## src/rtl/chip_ledger_pkg.sv

```systemverilog
// chip_ledger_pkg: shared poker types, chip width and a clamp helper for the chip ledger.
package chip_ledger_pkg;
  localparam int CHIP_W = 11;
  typedef logic [CHIP_W-1:0] chips_t;
  typedef enum logic [2:0] {HS_IDLE, HS_DEAL, HS_FLOP, HS_TURN, HS_RIVER, HS_SHOWDOWN} hand_state_t;
  typedef enum logic [1:0] {ACT_CHECK, ACT_CALL, ACT_RAISE, ACT_FOLD} bet_action_t;
  typedef enum logic [2:0] {IDLE, POST_ANTE, POST_SB, POST_BB, BETTING, AWARD, DONE} ledger_state_t;
  function automatic chips_t min_chips(input chips_t a, input chips_t b);
    return a < b ? a : b;
  endfunction
endpackage

```

## src/rtl/chip_ledger_bet_calc.sv

```systemverilog
// bet_calc: legality and stack-clamped transfer amount for one betting action.
module bet_calc
  import chip_ledger_pkg::*;
#(
  parameter int BIG_BLIND = 10
) (
  input  chips_t      stack,
  input  chips_t      own_pot,
  input  chips_t      opp_pot,
  input  bet_action_t action,
  input  chips_t      raise_amt,
  output chips_t      amount,
  output logic        legal,
  output logic        all_in
);
  chips_t d;
  logic [CHIP_W:0] want;
  assign d = opp_pot > own_pot ? opp_pot - own_pot : '0;
  always_comb begin
    want = action == ACT_RAISE ? {1'b0, d} + {1'b0, raise_amt} : action == ACT_CALL ? {1'b0, d} : '0;
    all_in = action inside {ACT_CALL, ACT_RAISE} && want >= {1'b0, stack};
    amount = all_in ? stack : want[CHIP_W-1:0];
    legal = action == ACT_CHECK ? d == '0 :
            action == ACT_CALL  ? d != '0 :
            action == ACT_RAISE ? stack > d && (raise_amt >= CHIP_W'(BIG_BLIND) || all_in) : 1'b1;
  end
endmodule

```

## src/rtl/chip_ledger.sv

```systemverilog
// chip_ledger: stacks, street bets and pot for a heads-up hand; posts blinds, applies actions, pays out.
// Define ANTE_EN to add an ante round (parameter ANTE) ahead of the blinds.
module chip_ledger
  import chip_ledger_pkg::*;
#(
  parameter int START_STACK = 1000,
  parameter int SMALL_BLIND = 5,
  parameter int BIG_BLIND = 10
`ifdef ANTE_EN
  , parameter int ANTE = 1
`endif
) (
  input  logic              clk,
  input  logic              rst,
  input  logic              new_hand,
  input  logic              dealer,
  input  logic              action_valid,
  output logic              action_ready,
  input  logic              action_player,
  input  logic [1:0]        action_type,
  input  logic [CHIP_W-1:0] raise_amt,
  input  logic              street_end,
  input  logic              award_valid,
  input  logic              award_winner,
  input  logic              award_tie,
  output logic [CHIP_W-1:0] player_stacks [2],
  output logic [CHIP_W-1:0] player_pots [2],
  output logic [CHIP_W-1:0] pot_size,
  output logic              action_done,
  output logic              action_error,
  output logic              hand_over,
  output logic              winner
);
  ledger_state_t state, next_state;
  logic dealer_r, cool, tie_r, acc, award_acc, fold, legal, unused_all_in;
  chips_t amt, sb_amt, bb_amt, half, win_pay, lose_pay;
  bet_action_t act;
  assign act = bet_action_t'(action_type);
  assign action_ready = state == BETTING && !cool;
  assign acc = action_valid && action_ready;
  assign award_acc = award_valid && state == BETTING && !acc;
  assign fold = acc && act == ACT_FOLD;
  assign hand_over = state == DONE;
  assign sb_amt = min_chips(CHIP_W'(SMALL_BLIND), player_stacks[dealer_r]);
  assign bb_amt = min_chips(CHIP_W'(BIG_BLIND), player_stacks[~dealer_r]);
  // On a split the non-dealer is the latched winner and so collects the odd chip.
  assign half = pot_size >> 1;
  assign win_pay = tie_r ? pot_size - half : pot_size;
  assign lose_pay = tie_r ? half : '0;
`ifdef ANTE_EN
  localparam ledger_state_t FIRST_POST = POST_ANTE;
  chips_t ante_amt [2];
  assign ante_amt[0] = min_chips(CHIP_W'(ANTE), player_stacks[0]);
  assign ante_amt[1] = min_chips(CHIP_W'(ANTE), player_stacks[1]);
`else
  localparam ledger_state_t FIRST_POST = POST_SB;
`endif
  bet_calc #(.BIG_BLIND(BIG_BLIND)) u_calc (
    .stack    (player_stacks[action_player]),
    .own_pot  (player_pots[action_player]),
    .opp_pot  (player_pots[~action_player]),
    .action   (act),
    .raise_amt(raise_amt),
    .amount   (amt),
    .legal    (legal),
    .all_in   (unused_all_in)
  );
  always_comb begin
    next_state = state;
    case (state)
      IDLE, DONE: next_state = new_hand ? FIRST_POST : state;
      POST_ANTE:  next_state = POST_SB;
      POST_SB:    next_state = POST_BB;
      POST_BB:    next_state = BETTING;
      BETTING:    next_state = fold || award_acc ? AWARD : BETTING;
      AWARD:      next_state = DONE;
      default:    next_state = IDLE;
    endcase
  end
  always_ff @(posedge clk or posedge rst) begin
    if (rst) begin
      state <= IDLE;
      player_stacks <= '{default: CHIP_W'(START_STACK)};
      player_pots <= '{default: '0};
      pot_size <= '0;
      winner <= 1'b0;
      dealer_r <= 1'b0;
      cool <= 1'b0;
      tie_r <= 1'b0;
      action_done <= 1'b0;
      action_error <= 1'b0;
    end else begin
      state <= next_state;
      cool <= acc;
      action_done <= acc && legal;
      action_error <= acc && !legal;
      case (state)
        IDLE, DONE: if (new_hand) dealer_r <= dealer;
`ifdef ANTE_EN
        POST_ANTE: begin
          player_stacks[0] <= player_stacks[0] - ante_amt[0];
          player_stacks[1] <= player_stacks[1] - ante_amt[1];
          pot_size <= pot_size + ante_amt[0] + ante_amt[1];
        end
`endif
        POST_SB: begin
          player_stacks[dealer_r] <= player_stacks[dealer_r] - sb_amt;
          player_pots[dealer_r] <= player_pots[dealer_r] + sb_amt;
          pot_size <= pot_size + sb_amt;
        end
        POST_BB: begin
          player_stacks[~dealer_r] <= player_stacks[~dealer_r] - bb_amt;
          player_pots[~dealer_r] <= player_pots[~dealer_r] + bb_amt;
          pot_size <= pot_size + bb_amt;
        end
        BETTING: begin
          if (acc && legal) begin
            player_stacks[action_player] <= player_stacks[action_player] - amt;
            player_pots[action_player] <= player_pots[action_player] + amt;
            pot_size <= pot_size + amt;
            if (fold) begin
              winner <= ~action_player;
              tie_r <= 1'b0;
            end
          end else if (award_acc) begin
            winner <= award_tie ? ~dealer_r : award_winner;
            tie_r <= award_tie;
          end else if (street_end && !acc) begin
            player_pots <= '{default: '0};
          end
        end
        AWARD: begin
          player_stacks[winner] <= player_stacks[winner] + win_pay;
          player_stacks[~winner] <= player_stacks[~winner] + lose_pay;
          player_pots <= '{default: '0};
          pot_size <= '0;
        end
        default: ;
      endcase
    end
  end
endmodule

```

## config.mk

```make
export PLATFORM = sky130hd
export DESIGN_NAME = chip_ledger
export DESIGN_NICKNAME = d
export VERILOG_FILES = /design/src/rtl/chip_ledger_pkg.sv /design/src/rtl/chip_ledger_bet_calc.sv /design/src/rtl/chip_ledger.sv
export SDC_FILE = /design/constraint.sdc
export NUM_CORES = 1
export LEC_CHECK = 0
export CORE_MARGIN = 1
export CORE_UTILIZATION = 62
export DETAILED_ROUTE_END_ITERATION = 7
export PLACE_DENSITY = 0.95
export SLEW_MARGIN = 20
export SYNTH_ARGS = -nofsm -noshare
export SYNTH_HDL_FRONTEND = slang
export SYNTH_HIERARCHICAL = 1
export SYNTH_SLANG_ARGS = --single-unit
```

## constraint.sdc

```tcl
create_clock -name clk -period 11 [get_ports clk]
set_clock_uncertainty 0.1 [all_clocks]
set_input_delay 2.2 -clock clk [delete_from_list [all_inputs] [get_ports clk]]
set_output_delay 2.2 -clock clk [all_outputs]
set_load 0.02 [all_outputs]
```

# [Word-level counts from Yosys, hierarchy flattened]
# Index checks and enable logic that the tools add are counted.
[totals] reg_bits=64 input_bits=23 output_inout_bits=60
[op_classes] add_sub_neg=14 order_cmp=17 eq_ne=14 muxes=74 bitwise=9 reduce_logical=32
[op_table] operator="$mux 11" n=39
[op_table] operator="$bwmux 22" n=8
[op_table] operator="$pmux 22 s4" n=2
[op_table] operator="$mux 22" n=4
[op_table] operator="$add 11x11->11" n=7
[op_table] operator="$demux 11 s1" n=5
[op_table] operator="$pmux 11 s4" n=1
[op_table] operator="$sub 11x11->11" n=4
[op_table] operator="$gt 11x11->1" n=2
[op_table] operator="$pmux 3 s6" n=1
[op_table] operator="$logic_and 1x1->1" n=15
[op_table] operator="$add 11x11->12" n=1
[op_table] operator="$ge 12x11->1" n=1
[op_table] operator="$ge 2x2->1 const B" n=6
[op_table] operator="$mux 12" n=1
[op_table] operator="$not 1->2" n=6
[op_table] operator="$add 11x10->11" n=1
[op_table] operator="$ge 11x4->1 const B" n=1
[op_table] operator="$logic_not 11->1" n=1
[op_table] operator="$lt 3x11->1 const A" n=1
[op_table] operator="$lt 4x11->1 const A" n=1
[op_table] operator="$mux 1" n=11
[op_table] operator="$reduce_bool 11->1" n=1
[op_table] operator="$sub 11x10->11" n=1
[op_table] operator="other kinds (22)" n=39

# [Longest topological paths before layout]
[logic_depth] ltp_word=19 mapped_depth=42 ltp_nobuf=35

# [By module]
# The synthesis kept the hierarchy.
[modules_own_cells] module="chip_ledger" n_inst=1 cells_per_inst=1266 area_per_inst_um2=9509.1 seq_area_each_um2=1616.6
[modules_own_cells] module="bet_calc" n_inst=1 cells_per_inst=290 area_per_inst_um2=2067.0 seq_area_each_um2=0.0

# [Worst setup path before layout]
# OpenSTA, ideal clock, no wires.
[synth_path] kind="in2reg" startpoint="input port action_player" endpoint="register pot_size[10]" setup_time_ns=0.126 t_arrival_ns=10.564 required_time_ns=10.774 setup_slack_ns=0.210 cell_stages=40 path_cell_list="clkbuf_1 -> clkbuf_1 -> clkbuf_1 -> buf_1 -> mux2_2 -> inv_1 -> ha_1 -> buf_6 -> o21ai_0 -> a211oi_1 -> o21ai_0 -> a21oi_1 -> buf_2 -> nand2_1 -> inv_1 -> fa_1 -> a21o_1 -> a221o_1 -> (+4 left out) -> or4_1 -> o2111ai_1 -> a21oi_1 -> a211o_1 -> clkbuf_1 -> mux2i_1 -> mux2i_1 -> a21oi_1 -> ha_1 -> fa_1 -> a21o_1 -> a21oi_1 -> o21bai_1 -> a2111oi_0 -> o31ai_1 -> a221o_1 -> o311a_1 -> a221o_1"
[synth_lines] element="from (decl)" line_no="chip_ledger.sv:19" text="input logic action_player,"
[synth_lines] element="$not 1->1" line_no="chip_ledger.sv:61" text=".opp_pot (player_pots[~action_player]),"
[synth_lines] element="$not 1->2" line_no="chip_ledger.sv:61"
[synth_lines] element="$mux 11 (not written as such) (3 in a row)" line_no="chip_ledger.sv:61"
[synth_lines] element="$sub 11x11->11 or $gt 11x11->1 (tied branches)" line_no="chip_ledger_bet_calc.sv:18" text="assign d = opp_pot > own_pot ? opp_pot - own_pot : '0;"
[synth_lines] element="$mux 11" line_no="chip_ledger_bet_calc.sv:18"
[synth_lines] element="$add 11x11->12 or $mux 11 (tied branches)" line_no="chip_ledger_bet_calc.sv:20" text="want = action == ACT_RAISE ? {1'b0, d} + {1'b0, raise_amt} : action == ACT_CALL ? {1'b0, d} : '0;"
[synth_lines] element="$mux 12" line_no="chip_ledger_bet_calc.sv:20"
[synth_lines] element="$ge 12x11->1 *" line_no="chip_ledger_bet_calc.sv:21" text="all_in = action inside {ACT_CALL, ACT_RAISE} && want >= {1'b0, stack};"
[synth_lines] element="$logic_and 1x1->1 *" line_no="chip_ledger_bet_calc.sv:21"
[synth_lines] element="net unused_all_in" line_no="chip_ledger.sv:35" text="logic dealer_r, cool, tie_r, acc, award_acc, fold, legal, unused_all_in;"
[synth_lines] element="$mux 11 *" line_no="chip_ledger_bet_calc.sv:22" text="amount = all_in ? stack : want[CHIP_W-1:0];"
[synth_lines] element="net amt[0]" line_no="chip_ledger.sv:36" text="chips_t amt, sb_amt, bb_amt, half, win_pay, lose_pay;"
[synth_lines] element="$add 11x11->11 *" line_no="chip_ledger.sv:120" text="pot_size <= pot_size + amt;"
[synth_lines] element="$mux 11 *" line_no="chip_ledger.sv:117" text="if (acc && legal) begin"
[synth_lines] element="$pmux 11 s4 *" line_no="chip_ledger.sv:97" text="case (state)"
[synth_lines] element="to (signal assigned)" line_no="chip_ledger.sv:109" text="pot_size <= pot_size + sb_amt;"
[synth_lines] element="to (signal assigned)" line_no="chip_ledger.sv:114" text="pot_size <= pot_size + bb_amt;"
[synth_lines] element="to (signal assigned)" line_no="chip_ledger.sv:120"
[synth_lines] element="to (decl)" line_no="chip_ledger.sv:28" text="output logic [CHIP_W-1:0] pot_size,"
# Mark *: on every way through the listed nets, which the timed path passes. The rest lies on a longest branch. The select of a mux whose other input is x is not followed.
# A chain may end at the register's enable or synchronous reset.

# [Worst setup path after layout]
# Ends and elaborated chain as after synthesis.

==> flow_metrics.py <==
metrics = {
    "synthesis": {
        "syn_area_per_cell_um2": 7.44,
        "async_flop_share_pct": 100,
        "number_of_flops_mapped_to_enable_cells_by_yosys": 0,
        "synth_area_leader_cell": "sky130_fd_sc_hd__ha_1",
        "synth.lib_cells_used.distinct": 86,
        "synth.area.top_cells": "sky130_fd_sc_hd__ha_1 14%, sky130_fd_sc_hd__dfrtp_1 11%, sky130_fd_sc_hd__mux2_2 7.2%",
        "synth.cells.most_frequent": "154 x sky130_fd_sc_hd__nand2_1, 130 x sky130_fd_sc_hd__nor2_1, 129 x sky130_fd_sc_hd__ha_1",
        "sequential_share_of_the_synthesized_area_pct": 14.0,
        "syn-cell-area_um2": 11600,
        "synth_most_common_cell": "sky130_fd_sc_hd__nand2_1",
        "synth_largest_type_area_fraction_pct": 13.9,
        "postSynth.topFlopCell": "sky130_fd_sc_hd__dfrtp_1",
        "synth.ff_latch_count": 64,
        "yosys_warnings": 6,
        "synthesis.instances": 1556,
    },
    "setup_path": {
        "critical_setup_path_kind": "primary input to flip-flop",
        "worst_setup_path_end_kind": "flip-flop",
        "r2r_cells": 33,
        "crit_family": "compound AO/OA/AOI/OAI gates",
        "slowest_cell_on_crit_path": "sky130_fd_sc_hd__or4_1",
        "crit_required_ns": 11.13,
        "timing.critical_path.arrival_ns": 10.63,
        "worst-path-stages": 34,
        "critical-path-max-stage-delay_ns": 0.52,
        "regToRegSetupSlack_ns": 2.16,
        "path_max_fanout": 36,
        "reg_to_reg_endpoint": "pot_size[10]$_DFFE_PP0P_",
        "crit_path_start_kind": "primary input",
        "critical_path.n_buffers_inverters": 2,
    },
    "floorplanning": {
        "dieArea_um2": 19200,
        "num_rows": 49,
        "placeableCoreArea_um2": 18100,
        "initial_standard_cell_utilization_of_the_core_pct": 63.8,
        "floorplan.die.width_um": 139,
        "io_pins": 83,
        "die_h_um": 139,
    },
    "grt": {
        "grt_first_pass_wirelength_mm": 62.1,
        "overflow": 0,
        "grt_start_max_net_pins": 65,
        "gr_util_all_layers_pct": 40.5,
        "grt_antenna_before_repair": 1,
        "grt_pass1_vias": 12100,
    },
    "min_path": {
        "hold_end": "state[2]$_DFFE_PP0P_",
        "min_path_cells": 2,
        "min-delay-start": "state[2]$_DFFE_PP0P_",
        "hold_class": "flip-flop to flip-flop",
    },
    "clocking": {
        "cts-buffers-inserted": 9,
        "clock_tree.htree_level_count": 3,
        "ctsRootBufferMaster": "sky130_fd_sc_hd__clkbuf_16",
        "cts-root-to-sink-buffers": 2,
        "tritoncts_num_sinks": 64,
        "worstSkewPairLatency_ns": 0.36,
        "cts_tree": "done",
        "worst_setup_hold_path_clk_slew_ns": 0.07,
        "hold_bufs_inserted_after_cts": 0,
    },
    "sta": {
        "finalSetupTns_ns": 0,
        "final-hold-violation-count": 0,
        "max-slew-margin-rel_pct": 27.0,
        "rsz0062_at_grt": "false",
        "worst_slew_pin_slew_ns": 1.09,
        "fin_crit_ns": 10.49,
        "period_share_pct": 95.4,
        "timing.final.ws_setup_ns": 0.508,
        "final-max-slew-violation-count": 0,
        "report.final.setup_viol": 0,
        "achievable-frequency_mhz": 95.3,
    },
    "detailed_routing": {
        "routed_wire_length_mm": 40.3,
        "route.detailed.wl_per_inst_um": 22.1,
        "drtPass1Iterations": 8,
        "detailroute.via_count": 13000,
        "route.detailed.drc": 11,
        "post_drt_via_cell_ratio": 7.10,
        "drtIter0Drc": 1876,
        "route.antenna.remaining_nets": 0,
    },
    "placement": {
        "dpl_cell_area_um2": 12500,
        "placement.io_buffers": 82,
        "routabilityCongestion": 1.04,
        "place_ws_ns": -0.214,
        "dp_hpwl_mm": 29.9,
    },
    "cells_and_area": {
        "nNetsFinal": 1753,
        "n_fill_cell": 1413,
        "layout-drive-gt1-share_pct": 9.40,
        "n_antenna_cell": 0,
        "utilization_pct": 70.7,
        "area_growth_from_synthesis_to_layout_pct": 10.9,
        "postLayoutCellArea_um2": 12800,
    },
    "outcome": {
        "violations": "design-rule violations",
        "run_status": "complete, but fails checks",
    },
    "run": {
        "maxCapViolCount": 0,
    },
}
[worst max-delay path by stage]
stage | from | endpoint | slack, ns
4_1_cts | action_player | pot_size[10]$_DFFE_PP0P_ | 0.15
3_5_place_dp | action_player | pot_size[10]$_DFFE_PP0P_ | -0.21
2_1_floorplan | action_player | pot_size[10]$_DFFE_PP0P_ | 0.21
6_report | action_player | pot_size[10]$_DFFE_PP0P_ | 0.51
3_3_place_gp | action_player | pot_size[10]$_DFFE_PP0P_ | 0.18
5_1_grt | action_player | pot_size[10]$_DFFE_PP0P_ | 0.06
[worst min-delay path, cell delays in order, from the launching register on]
cell	delay, ns
sky130_fd_sc_hd__dfrtp_1	0.44
sky130_fd_sc_hd__nand2_1	0.07
sky130_fd_sc_hd__nand2_1	0.06
[placed cells by master, fill, tap and decap left out, types with 41 or more instances in the layout]
| master | n |
|---|---|
| sky130_fd_sc_hd__a21oi_1 | 122 |
| sky130_fd_sc_hd__clkdlybuf4s50_1 | 81 |
| sky130_fd_sc_hd__dfrtp_1 | 50 |
| sky130_fd_sc_hd__ha_1 | 129 |
| sky130_fd_sc_hd__inv_1 | 104 |
| sky130_fd_sc_hd__mux2_2 | 74 |
| sky130_fd_sc_hd__nand2_1 | 154 |
| sky130_fd_sc_hd__nor2_1 | 129 |
| sky130_fd_sc_hd__nor3_1 | 41 |
| sky130_fd_sc_hd__o21ai_0 | 107 |
| sky130_fd_sc_hd__xnor2_1 | 49 |
[cells by family after synthesis]
| family | count (synthesis) | share of synthesized area (%) |
|---|---|---|
| AO/OA/AOI/OAI | 485 | 27.7 |
| AND/OR/NAND/NOR | 480 | 19.4 |
| XOR/XNOR | 86 | 6.51 |
| other | 2 | 0.0649 |
| adder cells (fa/ha/maj) | 139 | 15.7 |
| multiplexers | 106 | 9.97 |
| flip-flops | 64 | 14.0 |
| buffers and inverters | 194 | 6.71 |
[per-layer routing]
layer  track usage, %  share of wire (%)  vias to the layer above
met4             24.5                5.8                        0
met1             50.9                 38                     5965
met3             10.8                 13                      226
met5                0                  0                        -
li1                 -                  -                     5781
met2             62.2                 43                      989
[stage by stage]
| stage | cells | hold WS (ns) |
|---|---|---|
| after floorplan | 1568 | 0.412 |
| after global placement | 1809 | 0.442 |
| after detailed placement | 1809 | 0.450 |
| after CTS | 1825 | 0.478 |
| after global routing | 1825 | 0.534 |
| final | 1825 | 0.501 |
[what timing repair did]
action | in CTS | in global routing
resized for setup | 0 | 7
setup endpoints to repair | 0 | 6
setup buffers | 0 | 0
[area by class of cell]
| type | count | area, um2 | share of cell area, % |
|---|---|---|---|
| flip-flops and latches | 64 | 1620 | 12.6 |
| well taps | 229 | 287 | 2.23 |
| repair buffers | 97 | 931 | 7.25 |
| multi-input cells | 1310 | 9260 | 72.2 |
| clock buffers | 9 | 225 | 1.75 |
| inverters | 109 | 409 | 3.19 |
| clock inverters | 7 | 101 | 0.789 |
Power is not shown: default switching activity piles up to over one toggle a cycle in this logic, so the estimate is an artifact.
